**src/rtl/display_7seg_mux_pkg.sv**
```systemverilog
// display_pkg: shared constants, the display buffer type and the hex
// 7-segment decoder used by display_7seg_mux.
// Optional macro DISPLAY_BLINK_EN adds a per-digit blink mask to the buffer.
package display_pkg;

   localparam int NUM_DIG = 8;
   localparam logic [7:0] SEG_BLANK = 8'hFF;

   // One complete display image; held twice (pending and active).
   typedef struct packed {
      logic [4*NUM_DIG-1:0] digits;
      logic [NUM_DIG-1:0]   digit_en;
      logic [NUM_DIG-1:0]   dp;
`ifdef DISPLAY_BLINK_EN
      logic [NUM_DIG-1:0]   blink;
`endif
   } disp_buf_t;

   // Hex digit to active-low {a,b,c,d,e,f,g}.
   function automatic logic [6:0] seg_decode(input logic [3:0] v);
      logic [6:0] s;
      case (v)
         4'h0: s = 7'b1111110;
         4'h1: s = 7'b0110000;
         4'h2: s = 7'b1101101;
         4'h3: s = 7'b1111001;
         4'h4: s = 7'b0110011;
         4'h5: s = 7'b1011011;
         4'h6: s = 7'b1011111;
         4'h7: s = 7'b1110000;
         4'h8: s = 7'b1111111;
         4'h9: s = 7'b1111011;
         4'hA: s = 7'b1110111;
         4'hB: s = 7'b0011111;
         4'hC: s = 7'b1001110;
         4'hD: s = 7'b0111101;
         4'hE: s = 7'b1001111;
         default: s = 7'b1000111;
      endcase
      return ~s;
   endfunction

endpackage

```
**src/rtl/display_7seg_mux_if.sv**
```systemverilog
// display_7seg_mux_if: producer-to-display data path.
//   master (timer side): drives digits, digit_en, dp, [blink], update;
//                        observes pending, frame_sync.
//   slave  (display)   : the reverse.
// Optional macro DISPLAY_BLINK_EN adds the blink mask.
interface display_7seg_mux_if;
   import display_pkg::*;

   logic [4*NUM_DIG-1:0] digits;
   logic [NUM_DIG-1:0]   digit_en;
   logic [NUM_DIG-1:0]   dp;
`ifdef DISPLAY_BLINK_EN
   logic [NUM_DIG-1:0]   blink;
`endif
   logic                 update;
   logic                 pending;
   logic                 frame_sync;

   modport master (
      output digits, digit_en, dp,
`ifdef DISPLAY_BLINK_EN
      output blink,
`endif
      output update,
      input  pending, frame_sync
   );

   modport slave (
      input  digits, digit_en, dp,
`ifdef DISPLAY_BLINK_EN
      input  blink,
`endif
      input  update,
      output pending, frame_sync
   );

endinterface

```
**src/rtl/display_7seg_mux_scan_div.sv**
```systemverilog
// scan_div: terminal-count divider. Counts 0..TC-1 and raises tick for the
// single cycle in which the count sits at TC-1.
//   clock, reset : system clock, synchronous active-high reset
//   tick         : one-cycle pulse every TC cycles
module scan_div #(
   parameter int TC = 4
) (
   input  logic clock,
   input  logic reset,
   output logic tick
);

   localparam int CW = (TC < 2) ? 1 : $clog2(TC);

   logic [CW-1:0] cnt;

   assign tick = (cnt == CW'(TC - 1));

   always_ff @(posedge clock) begin
      if (reset)     cnt <= '0;
      else if (tick) cnt <= '0;
      else           cnt <= cnt + CW'(1);
   end

   // A terminal count below 2 would leave no lit cycle between blanking gaps.
   always_ff @(posedge clock)
      if (!reset) assert (TC >= 2) else $error("scan_div: TC=%0d must be >= 2", TC);

endmodule

```
**src/rtl/display_7seg_mux.sv**
```systemverilog
// display_7seg_mux: scans eight hex digits onto a multiplexed 7-segment
// display. New data is captured into a pending buffer on update and only
// copied to the active buffer at the frame boundary (index 7 -> 0), so a
// frame never mixes old and new digits.
//   clock, reset : system clock, synchronous active-high reset
//   bus          : slave side of display_7seg_mux_if (data in, pending/frame_sync out)
//   an           : anode selects, active low
//   dec_cat      : cathodes {a..g,dp}, active low
// Optional macro DISPLAY_BLINK_EN adds per-digit blink (BLINK_CONT period).
module display_7seg_mux
   import display_pkg::*;
#(
   parameter int SCAN_CONT  = 50000
`ifdef DISPLAY_BLINK_EN
   , parameter int BLINK_CONT = 25_000_000
`endif
) (
   input  logic                 clock,
   input  logic                 reset,
   display_7seg_mux_if.slave    bus,
   output logic [NUM_DIG-1:0]   an,
   output logic [7:0]           dec_cat
);

   logic       scan_tick, boundary, pend_q, fs_q, lit, blank_blink;
   logic [2:0] idx;
   disp_buf_t  cap_buf, pend_buf, act_buf;
   logic [3:0] nib;
   logic [7:0] an_nx, dc_nx;

   scan_div #(.TC(SCAN_CONT)) u_scan (.clock(clock), .reset(reset), .tick(scan_tick));

   assign boundary = scan_tick && (idx == 3'd7);

   always_comb begin
      cap_buf          = '0;
      cap_buf.digits   = bus.digits;
      cap_buf.digit_en = bus.digit_en;
      cap_buf.dp       = bus.dp;
`ifdef DISPLAY_BLINK_EN
      cap_buf.blink    = bus.blink;
`endif
   end

   always_ff @(posedge clock) begin
      if (reset) begin
         idx      <= '0;
         pend_buf <= '0;
         act_buf  <= '0;
         pend_q   <= 1'b0;
         fs_q     <= 1'b0;
      end else begin
         fs_q <= boundary;
         if (scan_tick) idx <= idx + 3'd1;
         if (boundary && pend_q) act_buf <= pend_buf;
         // A capture on the boundary edge still wins: old data commits above,
         // the new data becomes the next pending image.
         if (bus.update) begin
            pend_buf <= cap_buf;
            pend_q   <= 1'b1;
         end else if (boundary) begin
            pend_q   <= 1'b0;
         end
      end
   end

   assign bus.pending    = pend_q;
   assign bus.frame_sync = fs_q;

`ifdef DISPLAY_BLINK_EN
   logic blink_tick, phase_q;

   scan_div #(.TC(BLINK_CONT)) u_blink (.clock(clock), .reset(reset), .tick(blink_tick));

   always_ff @(posedge clock) begin
      if (reset)           phase_q <= 1'b1;
      else if (blink_tick) phase_q <= ~phase_q;
   end

   assign blank_blink = !phase_q && act_buf.blink[idx];
`else
   assign blank_blink = 1'b0;
`endif

   always_comb begin
      nib   = act_buf.digits[{idx, 2'b00} +: 4];
      lit   = act_buf.digit_en[idx] && !blank_blink;
      an_nx = SEG_BLANK;
      dc_nx = SEG_BLANK;
      if (lit) begin
         an_nx = ~(8'h01 << idx);
         dc_nx = {seg_decode(nib), ~act_buf.dp[idx]};
      end
   end

   // The tick edge moves idx and blanks the outputs for one cycle so the old
   // digit's cathodes never show on the new anode.
   always_ff @(posedge clock) begin
      if (reset || scan_tick) begin
         an      <= SEG_BLANK;
         dec_cat <= SEG_BLANK;
      end else begin
         an      <= an_nx;
         dec_cat <= dc_nx;
      end
   end

endmodule

```
**src/flat_wrapper.sv**
```systemverilog
// flat-port wrapper written by rule: the top's interface ports become plain ports
module display_7seg_mux_flat import display_pkg::*;
#(
   parameter int SCAN_CONT  = 50000

)
  (clock, reset, an, dec_cat, bus_digits, bus_digit_en, bus_dp, bus_update, bus_pending, bus_frame_sync);
  display_7seg_mux_if bus_i ();
  input  logic clock;
  input  logic reset;
  output logic [NUM_DIG-1:0] an;
  output logic [7:0] dec_cat;
  input wire logic [$bits(bus_i.digits)-1:0] bus_digits;
  input wire logic [$bits(bus_i.digit_en)-1:0] bus_digit_en;
  input wire logic [$bits(bus_i.dp)-1:0] bus_dp;
  input wire logic [$bits(bus_i.update)-1:0] bus_update;
  output wire logic [$bits(bus_i.pending)-1:0] bus_pending;
  output wire logic [$bits(bus_i.frame_sync)-1:0] bus_frame_sync;
  assign bus_i.digits = bus_digits;
  assign bus_i.digit_en = bus_digit_en;
  assign bus_i.dp = bus_dp;
  assign bus_i.update = bus_update;
  assign bus_pending = bus_i.pending;
  assign bus_frame_sync = bus_i.frame_sync;
  display_7seg_mux #(.SCAN_CONT(SCAN_CONT)) u_core (.clock(clock), .reset(reset), .bus(bus_i), .an(an), .dec_cat(dec_cat));
endmodule
```
**config.mk**
```make
export PLATFORM = sky130hd
export DESIGN_NAME = display_7seg_mux_flat
export DESIGN_NICKNAME = d
export VERILOG_FILES = /design/src/rtl/display_7seg_mux_pkg.sv /design/src/rtl/display_7seg_mux_if.sv /design/src/rtl/display_7seg_mux_scan_div.sv /design/src/rtl/display_7seg_mux.sv /design/src/flat_wrapper.sv
export SDC_FILE = /design/constraint.sdc
export NUM_CORES = 1
export LEC_CHECK = 0
export CAP_MARGIN = 20
export CELL_PAD_IN_SITES_DETAIL_PLACEMENT = 1
export CELL_PAD_IN_SITES_GLOBAL_PLACEMENT = 2
export CORE_MARGIN = 8
export CORE_UTILIZATION = 37
export DETAILED_ROUTE_END_ITERATION = 6
export PLACE_DENSITY = 0.88
export SYNTH_ARGS = -nofsm -noshare
export SYNTH_HDL_FRONTEND = slang
export SYNTH_SLANG_ARGS = --single-unit
```
**constraint.sdc**
```tcl
create_clock -name clock -period 4.9 [get_ports clock]
set_clock_uncertainty 0.15 [all_clocks]
set_input_delay 0.98 -clock clock [delete_from_list [all_inputs] [get_ports clock]]
set_output_delay 0.98 -clock clock [all_outputs]
set_load 0.03 [all_outputs]
```
### After elaboration in Yosys (flattened, before gate mapping)

Memory sizes are Yosys's and may differ from the RTL's.
Index checks and enable logic that the tools add are counted.

| word-level totals | value |
|---|---|
| register bits after elaboration | 133 |
| ROM bits | 112 |
| input bits | 51 |
| output and inout bits | 18 |
| word-level logic and storage cells | 37 |
| memories | 1 |

| cells by class | value |
|---|---|
| add/subtract/negate cells | 2 |
| $lt $le $gt $ge | 1 |
| equal/unequal tests | 2 |
| shift operators | 2 |
| mux-type cells | 7 |
| bitwise operators | 4 |
| reduce and logical (&&, ||, !) cells | 6 |

Memory list:

| name | depth | bits a word | rd ports | clocked after Yosys merged registers in | write ports | RTL line | source |
|---|---|---|---|---|---|---|---|
| (no name shown) | 16 | 7 | 1 | 0 | 0 | display_7seg_mux_pkg.sv:22 | `case (v)` |

Operators with widths:

| kind | number |
|---|---|
| $shiftx A32 B6 Y4 | 1 |
| $add A16 B1 Y16 const B | 1 |
| $eq A16 B16 Y1 const B | 1 |
| $not A8 Y8 | 1 |
| $shl A1 B3 Y8 const A | 1 |
| $mux W7 | 1 |
| $not A7 Y7 | 1 |
| $bmux W1 S3 | 2 |
| $lt A3 B4 Y1 const B | 1 |
| $mux W1 | 4 |
| $reduce_or A2 Y1 | 2 |
| $add A3 B1 Y3 const B | 1 |
| $eq A3 B3 Y1 const B | 1 |
| $logic_and A1 B1 Y1 | 2 |
| $not A1 Y1 | 2 |
| $reduce_bool A2 Y1 | 1 |
| $logic_or A1 B1 Y1 | 1 |

### Depth between registers and ports, before layout

Gate-level depths: netlist of the first run.

| depth | value |
|---|---|
| depth after elaboration | 4 |
| depth in mapped cells | 10 |
| depth with buffers taken out | 8 |

### By module

From an unflattened synthesis of the first run, not the netlist that was laid out.

| unflattened totals | value |
|---|---|
| cells, all modules | 571 |
| area, all modules | 5,357.6 um2 |

Modules (own cells, without submodules):

| module | times used | cells each | area an instance (um2) | sequential area each (um2) |
|---|---|---|---|---|
| display_7seg_mux | 1 | 490 | 4,647.0 | 2,342.2 |
| scan_div | 1 | 81 | 710.7 | 320.3 |

### Worst setup path after synthesis of the first run

Ideal clock, no wire load.

| timing path | value |
|---|---|
| path kind | flip-flop to flip-flop |
| start | register u_core.idx[0] |
| end | register u_core.dec_cat[7] |
| library setup time | 0.149 ns |
| arrival time | 2.385 ns |
| required time | 4.601 ns |
| slack | 2.216 ns |
| cell stages (with the launch flop) | 11 |
| buffers on the path | 2 |
| clock period less this slack | 2.684 ns |
| cells stage by stage | dfxtp_1 buf_2 buf_4 mux4_2 nand2_1 and2_1 inv_1 ha_1 or3b_2 o21ai_0 o21ai_0 |

| between the ends | value |
|---|---|
| longest elaborated chain between the ends | 4 |
| elaborated cells on any way between the ends | 8 |
| those cells by class | shift: 1; mux: 3; bitwise: 2; reduce/logical: 1; memory: 1 |

RTL lines:

| what | RTL line | source |
|---|---|---|
| start, declared | display_7seg_mux.sv:26 | `logic [2:0] idx;` |
| start signal, assigned | display_7seg_mux.sv:54 | `if (scan_tick) idx <= idx + 3'd1;` |
| $shiftx A32 B6 Y4 / $bmux W1 S3 (equally long branches) | display_7seg_mux.sv:86, display_7seg_mux.sv:87 |  |
| $mem_v2 Z16 W7 / $mux W1 (equally long branches) | -- |  |
| $mux W7 / $not A1 Y1 (equally long branches) | -- |  |
| $not A7 Y7 / $reduce_or A2 Y1 (equally long branches) | -- |  |
| end signal, assigned | display_7seg_mux.sv:104 | `dec_cat <= dc_nx;` |
| end, declared | display_7seg_mux.sv:22 | `output logic [7:0] dec_cat` |

Parallel ways exist; a longest one is shown, timed or not. The select of a mux whose other input is x is not followed.
A chain may end at the register's enable or synchronous reset.

### Worst setup path after layout of the first run

Ends and elaborated chain as after synthesis.

==> impl_metrics.csv, run 1 <==
group,metric,value,unit
outcome,outcome,"complete, no violations",
floorplan,io_pins,69,
grt,grt_pass1_wl,22160,um
detailed_routing,viasPerCell,4.904,
detailed_routing,drt-total-wl,13200,um
min_path,min_path_type,"reg -> reg",
floorplan,die_w,137.0,um
detailed_routing,vias,3972,
placement,place_hpwl,8720,um
power,ir_drop,0.2511,mV
logic_synthesis,synth_area_leader_cell,"dfxtp_1",
detailed_routing,antenna_left,0,
power,p_leak,2.582,nW
placement,gp_congestion,0.8016,
placement,io_buffers,68,
setup_path,endpoint_kind,"flip-flop",
logic_synthesis,synthTopCellsByArea,"dfxtp_1 49%, mux2i_1 9.6%, nand2_1 6.7%",
clocking,post-cts-setup-buffer-count,0,
final_layout,antenna_cells,0,
clocking,cts_buffer_depth,2,
timing,slew_violations,0,
timing,holdWs,0.3061,ns
logic_synthesis,yosysSeqAreaShare,49.15,%
setup_path,critPathKind,"reg -> reg",
clocking,clkSlewWorstSetupHoldPaths,0.06,ns
floorplan,dieArea,0.01877,mm^2
clocking,cts_buffers,17,
detailed_routing,drc,0,
clocking,ctsHoldBuffers,0,
clocking,cts.sinks,133,
job,drv_cap,0,
setup_path,cp_max_fo,16,
logic_synthesis,syn-num-nets,622,
setup_path,cp.arrival,3.33,ns
setup_path,worst_setup_path_start_kind,"flip-flop",
timing,tightest_slew,0.9540,ns
logic_synthesis,synth_enable_flop_cells,0,
floorplan,num_rows,44,
logic_synthesis,synth_warnings,0,
grt,grt.overflow.total,0,
timing,fin_crit,3.220,ns
placement,dp.cells,778,
clocking,htreeDepth,4,
timing,clock.fmax,310.5,MHz
grt,grt_pass1_vias,4360,
detailed_routing,dr.pass1.iters,4,
clocking,cts_resized,0,
timing,slew_headroom,34.58,%
timing,rsz0062_at_grt,"no",
setup_path,required,5.01,ns
logic_synthesis,synth_seq_cells,133,
logic_synthesis,netlist_top_cells_count,"133 x dfxtp_1, 96 x nand2_1, 75 x nor2_1",
logic_synthesis,synthFlopType,"dfxtp_1",
floorplan,die_y,137.0,um
logic_synthesis,avgSynthCellArea,9.709,um^2
clocking,root_buffer,"clkbuf_16",
final_layout,areaGrowthSynthToFinish,26.70,%
final_layout,drive_gt1_share,15.81,%
grt,track_usage,15.13,%
timing,setup_viol,0,
logic_synthesis,synthesis.area,0.005418,mm^2
grt,grt_max_degree,60,
detailed_routing,drt_iter0_markers,224,
clocking,cts_tree,"yes",
logic_synthesis,synth.distinct_cells,42,
clocking,clock_latency,0.42,ns
timing,final_hold_viol_count,0,
logic_synthesis,synth.most_common_cell,"dfxtp_1",
detailed_routing,wire_per_inst,16.29,um
timing,timing.final.crit_share,65.72,%
logic_synthesis,synth_cells,558,
power,powerDensity,401.0,mW/mm^2
final_layout,nets,677,
logic_synthesis,async_reset_ff_share,0,%
floorplan,floorplan.initialDensity,37.56,%
timing,finalSetupTns,0,ns
floorplan,core_region_area,0.01442,mm^2
logic_synthesis,yosysTopAreaCellShare,49.15,%
grt,antenna_found_initial,0,
final_layout,instances_no_fill,810,
==> cell families (layout without fill, tap and decap cells) <==
| kind of cell | after synthesis | after routing | synth area share [%] |
|---|---|---|---|
| multiplexers | 68 | 68 | 15.43 |
| AO/OA/AOI/OAI | 65 | 65 | 8.083 |
| buffers and inverters | 43 | 111 | 3.949 |
| adder cells (fa/ha/maj) | 13 | 13 | 3.002 |
| flip-flops | 133 | 133 | 49.15 |
| XOR/XNOR | 15 | 15 | 2.425 |
| AND/OR/NAND/NOR | 221 | 221 | 17.97 |
==> cell usage in the layout, fill, tap and decap left out, drive strengths merged <==
master         netlist  layout
a211oi               1       1
a21o                 1       1
a21oi               52      52
a221oi               1       1
and2                 3       3
and3                 2       2
and4                 1       1
buf                 17       5
bufinv               0       7
clkbuf              18      19
clkdlybuf4s50        0      66
clkinv               1       4
clkinvlp             0       3
dfxtp              133     133
ha                  13      13
inv                  7       7
mux2                 4       4
mux2i               52      52
mux4                12      12
nand2              116     116
nand2b               2       2
nand3                8       8
nand4                5       5
nor2                75      75
nor3                 2       2
nor3b                1       1
nor4                 2       2
nor4b                1       1
o211a                1       1
o211ai               2       2
o21ai                3       3
o221ai               3       3
o22ai                1       1
or2                  1       1
or3b                 1       1
or4                  1       1
xnor2                6       6
xor2                 9       9
==> registers in the layout, indices dropped and copies added, names as in the netlist <==
| name | count |
|---|---|
| u_core.act_buf | 48 |
| u_core.an | 8 |
| u_core.bus.frame_sync | 1 |
| u_core.bus.pending | 1 |
| u_core.dec_cat | 8 |
| u_core.idx | 3 |
| u_core.pend_buf | 48 |
| u_core.u_scan.cnt | 16 |
==> area by class of cell <==
type,count,area [um^2]
Tap cell,184,230.2
Timing Repair Buffer,71,695.7
Inverter,8,30.03
Multi-Input combinational cell,382,2541
Clock buffer,19,452.9
Sequential cell,133,2663
Clock inverter,13,251.5
Fill cell,1602,7560
==> critical path: stages (launching register included) <==
cell and delay [ns]:
dfxtp_1 0.93, mux4_2 0.59, mux2i_1 0.67, or3b_2 0.51, o21ai_0 0.10, o21ai_0 0.11
==> power breakdown <==
| group | leakage [nW] | internal (W) | switching, W |
|---|---|---|---|
| Combinational | 1.16 | 0.0000626 | 0.0000504 |
| Sequential | 1.08 | 0.00111 | 0.0000173 |
| Clock | 0.335 | 0.00103 | 0.000483 |
==> per-layer routing <==
layer	vias to the layer above	part of all wire [%]	GRT usage [%]
met5	-	0	0
met4	0	1.6	6.035
met3	16	5.6	4.515
met2	78	47	24.40
met1	1898	46	18.53
li1	1980	-	-
==> path summary, 6_finish.rpt <==
| kind | to | slack (ns) | cells after the start | start |
|---|---|---|---|---|
| setup / recovery | u_core.dec_cat[7]$_SDFF_PP1_ | 1.68 | 5 | u_core.idx[0]$_SDFFE_PP0P_ |
| hold / removal | u_core.act_buf[27]$_SDFFE_PP0P_ | 0.31 | 2 | u_core.act_buf[27]$_SDFFE_PP0P_ |
| setup reg to reg | u_core.dec_cat[7]$_SDFF_PP1_ | 1.68 | 5 | u_core.idx[0]$_SDFFE_PP0P_ |
| hold reg to reg | u_core.act_buf[27]$_SDFFE_PP0P_ | 0.31 | 2 | u_core.act_buf[27]$_SDFFE_PP0P_ |
==> metrics by stage <==
stage	utilization [%]	total power (W)	instance area, um^2	setup slack [ns]
4_1_cts	47.59	0.002787	6864	1.687
2_1_floorplan	-	0.001205	5418	2.216
3_5_place_dp	42.70	0.001263	6160	1.701
6_report	47.59	0.002753	6864	1.680
5_1_grt	47.59	0.002845	6864	1.406
3_3_place_gp	42.70	0.001258	6160	1.837
No activity file was read; power rests on OpenSTA's default activity.
==> inputs of run 2 (changes only) <==
--- a/config.mk
+++ b/config.mk
@@ -9,9 +9,9 @@
 export CELL_PAD_IN_SITES_DETAIL_PLACEMENT = 1
 export CELL_PAD_IN_SITES_GLOBAL_PLACEMENT = 2
 export CORE_MARGIN = 8
-export CORE_UTILIZATION = 37
+export CORE_UTILIZATION = 31
 export DETAILED_ROUTE_END_ITERATION = 6
-export PLACE_DENSITY = 0.88
+export PLACE_DENSITY = 0.79
 export SYNTH_ARGS = -nofsm -noshare
 export SYNTH_HDL_FRONTEND = slang
 export SYNTH_SLANG_ARGS = --single-unit
==> constraint.sdc (replaced) <==
create_clock -name clock -period 2.9 [get_ports clock]
set_clock_uncertainty 0.15 [all_clocks]
set_input_delay 0.58 -clock clock [delete_from_list [all_inputs] [get_ports clock]]
set_output_delay 0.58 -clock clock [all_outputs]
set_load 0.03 [all_outputs]
==> run 2 against run 1 <==
Power increased by 48%. Hold slack got worse by 0.014 ns. Sequential power increased by 68%. Sequential share of layout area increased by 0.082 points. Via count increased by 1.6%. Sequential cell count unchanged. Register-to-register slack got worse by 1.4 ns. Cell area decreased by 0.16%. Non-clock buffer count increased by 8. Largest cell class unchanged. Highest routed layer unchanged.
==> impl_metrics.csv, run 2 (same netlist as run 1, synthesis figures left out) <==
group,metric,value,unit
setup_path,endpoint_kind,"flip-flop",
setup_path,regToRegStartpoint,"u_core.idx[0]$_SDFFE_PP0P_",
grt,grt_max_degree,49,
placement,dp_slack,0.1453,ns
job,drv_cap,0,
grt,antenna_found_initial,0,
timing,setup_viol,0,
setup_path,reg2reg_to,"u_core.dec_cat[7]$_SDFF_PP1_",
floorplan,dieArea,0.02196,mm^2
final_layout,drive_gt1_share,16.88,%
clocking,clock_latency,0.42,ns
floorplan,num_rows,48,
floorplan,core_region_area,0.01718,mm^2
clocking,root_buffer,"clkbuf_16",
detailed_routing,viasPerCell,4.698,
timing,clock.fmax,382.9,MHz
placement,placed_area,0.006296,mm^2
timing,holdWs,0.2920,ns
timing,rsz0062_at_grt,"no",
detailed_routing,drt_iter0_markers,99,
timing,slew_violations,0,
timing,layout_setup_ws,0.2882,ns
power,p_leak,2.559,nW
setup_path,crit_slowest_cell,"mux4_2",
final_layout,antenna_cells,0,
placement,place_hpwl,9306,um
final_layout,areaGrowthSynthToFinish,26.49,%
detailed_routing,drt-total-wl,13170,um
power,ir_drop,0.4181,mV
grt,grt.overflow.total,0,
clocking,cts_buffers,17,
power,powerDensity,596.4,mW/mm^2
timing,fin_crit,2.612,ns
final_layout,final_cell_mix,"132 x dfxtp_1, 96 x nand2_1, 75 x nor2_1",
setup_path,cp.arrival,2.71,ns
min_path,hold_depth,1,
setup_path,worst_setup_path_start_kind,"flip-flop",
detailed_routing,drc,0,
timing,final_hold_viol_count,0,
grt,track_usage,12.57,%
clocking,cts_tree,"yes",
placement,gp_congestion,0.7727,
timing,slew_headroom,51.70,%
min_path,min_path_type,"reg -> reg",
final_layout,stdcell_area,0.006853,mm^2
setup_path,rr_worst_depth,8,
setup_path,cpMostUsedCell,"o21ai_0",
detailed_routing,vias,4036,
final_layout,postLayoutCoreUtil,39.90,%
clocking,htreeDepth,4,
clocking,cts_buffer_depth,2,
timing,tightest_slew,0.7246,ns
floorplan,io_pins,69,
setup_path,reg2reg_slack,0.29,ns
timing,finalSetupTns,0,ns
setup_path,max_stage_delay,0.52,ns
final_layout,nets,685,
setup_path,cp_max_fo,7,
setup_path,crit_start,"u_core.idx[0]$_SDFFE_PP0P_",
clocking,clkSlewWorstSetupHoldPaths,0.06,ns
floorplan,die_w,148.2,um
detailed_routing,wire_per_inst,15.33,um
timing,timing.final.crit_share,90.06,%
placement,io_buffers,68,
setup_path,required,3.00,ns
final_layout,final_common_cell,"dfxtp_1",
floorplan,floorplan.initialDensity,31.54,%
final_layout,fillers,1966,
detailed_routing,antenna_left,0,
clocking,ctsHoldBuffers,0,
setup_path,critPathKind,"reg -> reg",
setup_path,path_cells,"mux4_2 -> nand2_1 -> and2_1 -> inv_1 -> ha_1 -> or3b_2 -> o21ai_0 -> o21ai_0",
floorplan,die_y,148.2,um
clocking,cts.sinks,133,
grt,grt_pass1_vias,4425,
final_layout,reg_top3,"u_core.act_buf: 48 flops, u_core.pend_buf: 48 flops, u_core.u_scan.cnt: 16 flops",
min_path,min_from,"u_core.u_scan.cnt[0]$_SDFF_PP0_",
detailed_routing,dr.pass1.iters,4,
grt,grt_pass1_wl,22050,um
min_path,hold_end,"u_core.u_scan.cnt[0]$_SDFF_PP0_",
outcome,outcome,"complete, no violations",
==> run 2: where the power goes <==
group	total, W	internal (W)	leakage [nW]	switching [W]
clock network	0.00199	0.00118	0.265	0.000807
registers	0.00190	0.00187	1.08	0.0000285
logic	0.000196	0.000109	1.21	0.0000869
==> run 2: area by class of cell <==
| type | count | area (um^2) | area share (%) |
|---|---|---|---|
| Tap cell | 225 | 281.5 | 4.108 |
| Clock buffer | 22 | 484.2 | 7.066 |
| Sequential cell | 133 | 2664 | 38.87 |
| Timing Repair Buffer | 79 | 780.7 | 11.39 |
| Inverter | 8 | 30.03 | 0.4382 |
| Clock inverter | 10 | 71.32 | 1.041 |
| Multi-Input combinational cell | 382 | 2541 | 37.08 |
==> run 2: worst max-delay path by stage <==
stage                                              end  slack, ns  cells after the start
final                     u_core.dec_cat[7]$_SDFF_PP1_       0.29                      8
after detailed placement  u_core.dec_cat[7]$_SDFF_PP1_       0.15                      8
after floorplan           u_core.dec_cat[7]$_SDFF_PP1_       0.22                     10
after global routing      u_core.dec_cat[7]$_SDFF_PP1_       0.12                      8
after global placement    u_core.dec_cat[7]$_SDFF_PP1_       0.28                      8
after CTS                 u_core.dec_cat[7]$_SDFF_PP1_       0.13                      8
==> run 2: critical path: cells and delay by family (launching register included) <==
kind / cells / cell delay (ns)
buffers and inverters: 1 / 0.12
AO/OA/AOI/OAI: 2 / 0.21
adder cells (fa/ha/maj): 1 / 0.24
multiplexers: 1 / 0.52
flip-flops: 1 / 0.44
AND/OR/NAND/NOR: 3 / 0.76
==> run 2: repair_timing <==
item / 4_1_cts / 5_1_grt
endpoints found under the setup margin: 0 / 1
gates resized for setup: 0 / 1
setup buffers: 0 / 0
==> run 2: routing by layer <==
metal,track usage [%],vias up,share of wire (%)
met1,15.62,1952,49
met5,0,-,0
li1,-,1998,-
met4,5.405,0,1.5
met3,3.920,19,3.9
met2,19.73,67,46
==> run 2: through the flow <==
step                      total power (W)  instances
after CTS                        0.004150        859
after global placement           0.002131        827
after floorplan                  0.002036        558
after global routing             0.004246        859
final                            0.004087        859
after detailed placement         0.002139        827
